$ cat config.mk
export PLATFORM = sky130hd
export DESIGN_NAME = ip_packet_tx
export DESIGN_NICKNAME = d
export VERILOG_FILES = /design/src/rtl/ip_packet_tx.sv
export SDC_FILE = /design/constraint.sdc
export NUM_CORES = 1
export LEC_CHECK = 0
export CORE_AREA = 2 2 155 157
export CTS_CLUSTER_DIAMETER = 150
export CTS_CLUSTER_SIZE = 28
export DETAILED_ROUTE_END_ITERATION = 8
export DIE_AREA = 0 0 157 159
export PLACE_DENSITY = 0.89
export SLEW_MARGIN = 30
export SYNTH_ARGS = -nofsm -noshare
export SYNTH_HDL_FRONTEND = slang
export SYNTH_SLANG_ARGS = --single-unit
$ cat constraint.sdc
create_clock -name ACLK -period 9.1 [get_ports ACLK]
set_input_delay 2.73 -clock ACLK [delete_from_list [all_inputs] [get_ports ACLK]]
set_output_delay 2.73 -clock ACLK [all_outputs]
set_load 0.01 [all_outputs]
$ cat src/rtl/ip_packet_tx.sv
// rtl/ip_packet_tx.sv - Ethernet/IPv4 framer streaming header plus payload bytes; optional IP_TX_CHECKSUM_EN.
module ip_packet_tx #(
    parameter int          USER_DATA_BYTES = 10,
    parameter logic [15:0] ETHERTYPE       = 16'h0008,
    parameter logic [95:0] IP_HDR_MISC     = 96'h0
) (
    input  logic                         ACLK,
    input  logic                         ARESET,
    input  logic [31:0]                  ACCELERATOR_IP_ADDRESS,
    input  logic [47:0]                  ACCELERATOR_MAC_ADDRESS,
    input  logic [31:0]                  DST_IP_ADDRESS,
    input  logic [47:0]                  DST_MAC_ADDRESS,
    input  logic [USER_DATA_BYTES*8-1:0] DATA_FRAME,
    input  logic                         FRAME_VALID,
    output logic                         FRAME_READY,
    output logic [7:0]                   MAC_DATA_IN,
    output logic                         MAC_DATA_VALID,
    input  logic                         MAC_DATA_READY,
    output logic                         MAC_DATA_LAST,
    output logic                         MAC_DATA_TUSER
);

    typedef enum logic [1:0] {IDLE, ETH_HDR, IP_HDR, PAYLOAD} state_t;

    localparam logic [15:0] LAST_IDX = 16'(USER_DATA_BYTES - 1);

    state_t                       state;
    logic [15:0]                  cnt;
    logic [USER_DATA_BYTES*8-1:0] frame_r;
    logic [47:0]                  dst_mac_r;
    logic [31:0]                  dst_ip_r;
    logic [47:0]                  acc_mac_r;
    logic [31:0]                  acc_ip_r;

    logic         beat;
    logic [15:0]  cnt_n;
    logic [111:0] eth_hdr;
    logic [95:0]  misc_eff;
    logic [159:0] ip_hdr;
    logic [7:0]   eth_next;
    logic [7:0]   ip_next;
    logic [7:0]   pay_next;

    assign MAC_DATA_TUSER = 1'b0;

    assign beat     = MAC_DATA_VALID && MAC_DATA_READY;
    assign cnt_n    = cnt + 16'd1;
    assign eth_hdr  = {ETHERTYPE, acc_mac_r, dst_mac_r};
    assign ip_hdr   = {dst_ip_r, acc_ip_r, misc_eff};
    // The byte for the next beat is selected by shifting the flat header vectors.
    assign eth_next = 8'(eth_hdr >> {cnt_n, 3'b000});
    assign ip_next  = 8'(ip_hdr >> {cnt_n, 3'b000});
    assign pay_next = 8'(frame_r >> {cnt_n, 3'b000});

`ifdef IP_TX_CHECKSUM_EN
    logic [159:0] csum_hdr;
    logic [19:0]  csum_sum;
    logic [16:0]  csum_fold;
    logic [15:0]  csum;

    always_comb begin
        csum_hdr = {dst_ip_r, acc_ip_r, 16'h0000, IP_HDR_MISC[79:0]};
        csum_sum = '0;
        for (int i = 0; i < 10; i++) begin
            csum_sum = csum_sum + 20'({csum_hdr[16*i +: 8], csum_hdr[16*i+8 +: 8]});
        end
        // Two folds suffice: ten words never carry more than 4 bits past 16.
        csum_fold = 17'(csum_sum[15:0]) + 17'(csum_sum[19:16]);
        csum      = ~(csum_fold[15:0] + 16'(csum_fold[16]));
    end

    assign misc_eff = {csum[7:0], csum[15:8], IP_HDR_MISC[79:0]};
`else
    assign misc_eff = IP_HDR_MISC;
`endif

    always_ff @(posedge ACLK or negedge ARESET) begin
        if (!ARESET) begin
            state          <= IDLE;
            cnt            <= '0;
            frame_r        <= '0;
            dst_mac_r      <= '0;
            dst_ip_r       <= '0;
            acc_mac_r      <= '0;
            acc_ip_r       <= '0;
            FRAME_READY    <= 1'b1;
            MAC_DATA_IN    <= 8'h00;
            MAC_DATA_VALID <= 1'b0;
            MAC_DATA_LAST  <= 1'b0;
        end else begin
            case (state)
                IDLE: begin
                    if (FRAME_VALID) begin
                        frame_r        <= DATA_FRAME;
                        dst_mac_r      <= DST_MAC_ADDRESS;
                        dst_ip_r       <= DST_IP_ADDRESS;
                        acc_mac_r      <= ACCELERATOR_MAC_ADDRESS;
                        acc_ip_r       <= ACCELERATOR_IP_ADDRESS;
                        state          <= ETH_HDR;
                        cnt            <= '0;
                        FRAME_READY    <= 1'b0;
                        MAC_DATA_VALID <= 1'b1;
                        MAC_DATA_LAST  <= 1'b0;
                        // Registers are loading this edge, so byte 0 comes straight from the port.
                        MAC_DATA_IN    <= DST_MAC_ADDRESS[7:0];
                    end
                end
                ETH_HDR: begin
                    if (beat) begin
                        if (cnt == 16'd13) begin
                            state       <= IP_HDR;
                            cnt         <= '0;
                            MAC_DATA_IN <= ip_hdr[7:0];
                        end else begin
                            cnt         <= cnt_n;
                            MAC_DATA_IN <= eth_next;
                        end
                    end
                end
                IP_HDR: begin
                    if (beat) begin
                        if (cnt == 16'd19) begin
                            state         <= PAYLOAD;
                            cnt           <= '0;
                            MAC_DATA_IN   <= frame_r[7:0];
                            MAC_DATA_LAST <= (USER_DATA_BYTES == 1);
                        end else begin
                            cnt         <= cnt_n;
                            MAC_DATA_IN <= ip_next;
                        end
                    end
                end
                PAYLOAD: begin
                    if (beat) begin
                        if (cnt == LAST_IDX) begin
                            state          <= IDLE;
                            cnt            <= '0;
                            FRAME_READY    <= 1'b1;
                            MAC_DATA_VALID <= 1'b0;
                            MAC_DATA_LAST  <= 1'b0;
                            MAC_DATA_IN    <= 8'h00;
                        end else begin
                            cnt           <= cnt_n;
                            MAC_DATA_IN   <= pay_next;
                            MAC_DATA_LAST <= (cnt_n == LAST_IDX);
                        end
                    end
                end
                default: state <= IDLE;
            endcase
        end
    end

endmodule

==> results.md <==
* Run status: finished clean
* Setup WS pre-CTS at 4030 ps
* Largest net degree at the start of global routing at 135
* Clock transition at path regs at about 120 ps
* Post-CTS Setup Repair Bufs at 0
* Post-Syn Area at 12,900 µm²
* EDFF count, synth at 0
* Largest cells by area after synthesis: dfrtp_1, mux2_2, mux4_2
* Data arrival time of the critical path at 5070 ps
* Port bufs at 254
* Area enclosed by the die boundary at 25,000 µm²
* Crit Path Category: flop to flop
* WHS at 510 ps
* Cell types with the highest counts after synthesis: dfrtp_1, mux2_2, mux4_2, nand2_1, clkbuf_1
* Wire length of the first global-routing pass at between 50,000 and 60,000 µm
* Leak Pwr at 6.48 nW
* Final HPWL from detailed placement at 23,500 µm
* Count of instances resized after the clock tree is built at 0
* Highest attainable clock frequency at around 210 MHz
* Top Ports at between 200 and 300
* Detailed Routing Iterations Pass 1 at 5
* Number of DRC markers after the initial detailed-route iteration at 652
* Area growth from synthesis to final layout at 24.6%
* Vias in the first global route at about 9,100
* Sequential-to-total area share from yosys stat at 0.521
* Required time reported for the critical path endpoint at 9440 ps
* Layout cell share with drive strength beyond 1 at 0.305
* Number of rows in the core area at 56
* Post-layout util at 0.694
* Gr ovfl total at 0
* Post-Synthesis Net Count at 1,188
* Total wire length at 32,200 µm
* Worst clock skew at 24.6 ps
* Num CTS Buffers at 13
* Final estimated routing congestion in global placement at 0.947
* Share of synthesized registers carrying an async set or reset at 1.00
* Worst-case headroom to the max-slew limit at 0.260
* Die Height at 159 µm
* Number of different library cells in the post-synthesis netlist at 64
* Predominant post-synthesis flop cell: dfrtp_1
* # nets final at 1,402
* Count of final max-slew check failures at 0
* CP Max Fanout at 42
* Smallest setup slack after layout at approximately 4400 ps
* Mapped Cells at 937
* Share of the clock period used by the worst path at 0.520
* Global routing usage summed across all routing layers at 0.261
* H-tree depth at 1
* Areal power density over the cells at 319 nW/µm²
* Total of fill cells in the finished design at 1,622
* Fin crit period at roughly 4700 ps
* Max cap viols at 0
* Number of sinks handled by clock tree synthesis at about 270
* Fraction of synthesized cell area taken by the top area cell type at 0.519
* Hold violation count in the final report at 0
* Wire per inst at 21.9 µm
* Residual DRC at 0
* FF+latch count, synth at around 270
* CTS tree: yes
* Unrepaired setup endpoints after global routing: no
* Core area at about 23,000 µm²
* Cell with the most instances after synthesis: dfrtp_1
* Final setup violating endpoints at 0
* Kind of end point of the critical path: flop
* Clk Latency, worst-skew pair at between 400 and 500 ps
* Total number of yosys warnings at 0
* Initial Utilization at 0.557
* Vias per std cell at 5.85
* Average instance area after synthesis at about 14 µm²
* Setup TNS at 0 ps
* Library cell used as clock root buffer: clkbuf_16
* Maximum vdd ir drop at 185 µV
* Initial antenna violation count at 2
* Worst hold path class: flop to flop
* Number of buffers on the longest clock path at 3
* Critical Path Start Type: flop
* Total number of vias at 8,634
* Die Span X at 157 µm
* Number of routed nets with antenna violations at 0
* Number of hold-repair buffers added at the cts stage at 0
* Worst Max-Slew Pin Slew at 1080 ps
* Biggest area consumer among synthesized cells: dfrtp_1
[sequential cells by signal (all words and copies together), names as in the netlist, 2 cells and up]
register	cells
state	2
MAC_DATA_IN	8
acc_mac_r	48
acc_ip_r	32
dst_mac_r	48
cnt	16
frame_r	80
dst_ip_r	32
[worst paths after layout]
kind,to,slack [ps],cells after the start,startpoint
setup / recovery,MAC_DATA_IN[5],4370,9,cnt[0]
hold / removal,acc_mac_r[32],510,1,acc_mac_r[32]
setup reg to reg,MAC_DATA_IN[5],4370,9,cnt[0]
hold reg to reg,acc_mac_r[32],510,1,acc_mac_r[32]
max in group asynchronous,dst_ip_r[30],6010,2,ARESET
min in group asynchronous,acc_mac_r[1],2110,1,ARESET
[area by class of cell]
type	count	area [µm²]	area share
Sequential cell	269	6740	0.418
Multi-Input combinational cell	588	5870	0.364
Timing Repair Buffer	264	2680	0.167
Tap cell	319	399	0.0248
Clock buffer	18	344	0.0214
Inverter	15	56.3	0.00350
Clock inverter	1	16.3	0.00101
Antenna cell	1	2.50	0.000155
[cell usage in the layout (no fill, tap or decap), types with 3 or more instances in the layout]
cell type	instances
and3_1	7
nor2_1	20
buf_4	5
mux4_2	55
nand3_1	10
nand4_1	5
ha_1	6
mux2_2	248
o22a_1	8
a31oi_1	16
o21ai_0	28
a2111oi_0	4
clkbuf_16	13
nand3b_1	8
nand2b_1	10
nand2_1	46
nor3_1	13
mux2i_1	10
o21ai_1	4
o22ai_1	10
nor4_1	3
clkdlybuf4s50_1	253
inv_1	14
dfrtp_1	267
clkbuf_1	5
xnor2_1	4
a21oi_1	26
[cells by family after synthesis]
group	count (synthesis)	share of synthesized area
mux	314	0.321
xor+xnor	7	0.00474
fa+ha+maj	7	0.00678
buf+inv	80	0.0280
flops	269	0.521
simple gates	147	0.0625
compound gates	112	0.0559
other cells	1	0.000290
[per-stage QoR]
step / cell area [µm²] / total power [W] / cells
after detailed placement: 15700 / 0.00448 / 1453
final: 16100 / 0.00514 / 1475
after global routing: 16100 / 0.00544 / 1475
after CTS: 16000 / 0.00513 / 1472
after global placement: 15700 / 0.00437 / 1453
after floorplan: 12900 / 0.00376 / 937
[per-layer routing]
layer	GRT usage	vias to the layer above	wire, µm
met2	0.436	304	16200
li1	-	3881	-
met4	0.0730	2	910
met3	0.0631	65	2380
met1	0.343	4382	12800
met5	0	-	13
[critical path: stages, from the launching register on]
cell       delay [ps]
dfrtp_4           830
clkinv_1          510
ha_4              650
buf_16            300
mux4_2            550
mux2_2            280
a21oi_1           270
o22ai_1           120
a2111oi_0         920
nor3_1            100
[power breakdown]
group / leakage (nW) / switching (W) / internal (W)
clock: 0.173 / 0.000380 / 0.000272
combinational: 3.09 / 0.00104 / 0.00132
sequential: 3.22 / 0.000347 / 0.00178
(Power assumes the default switching activity.)
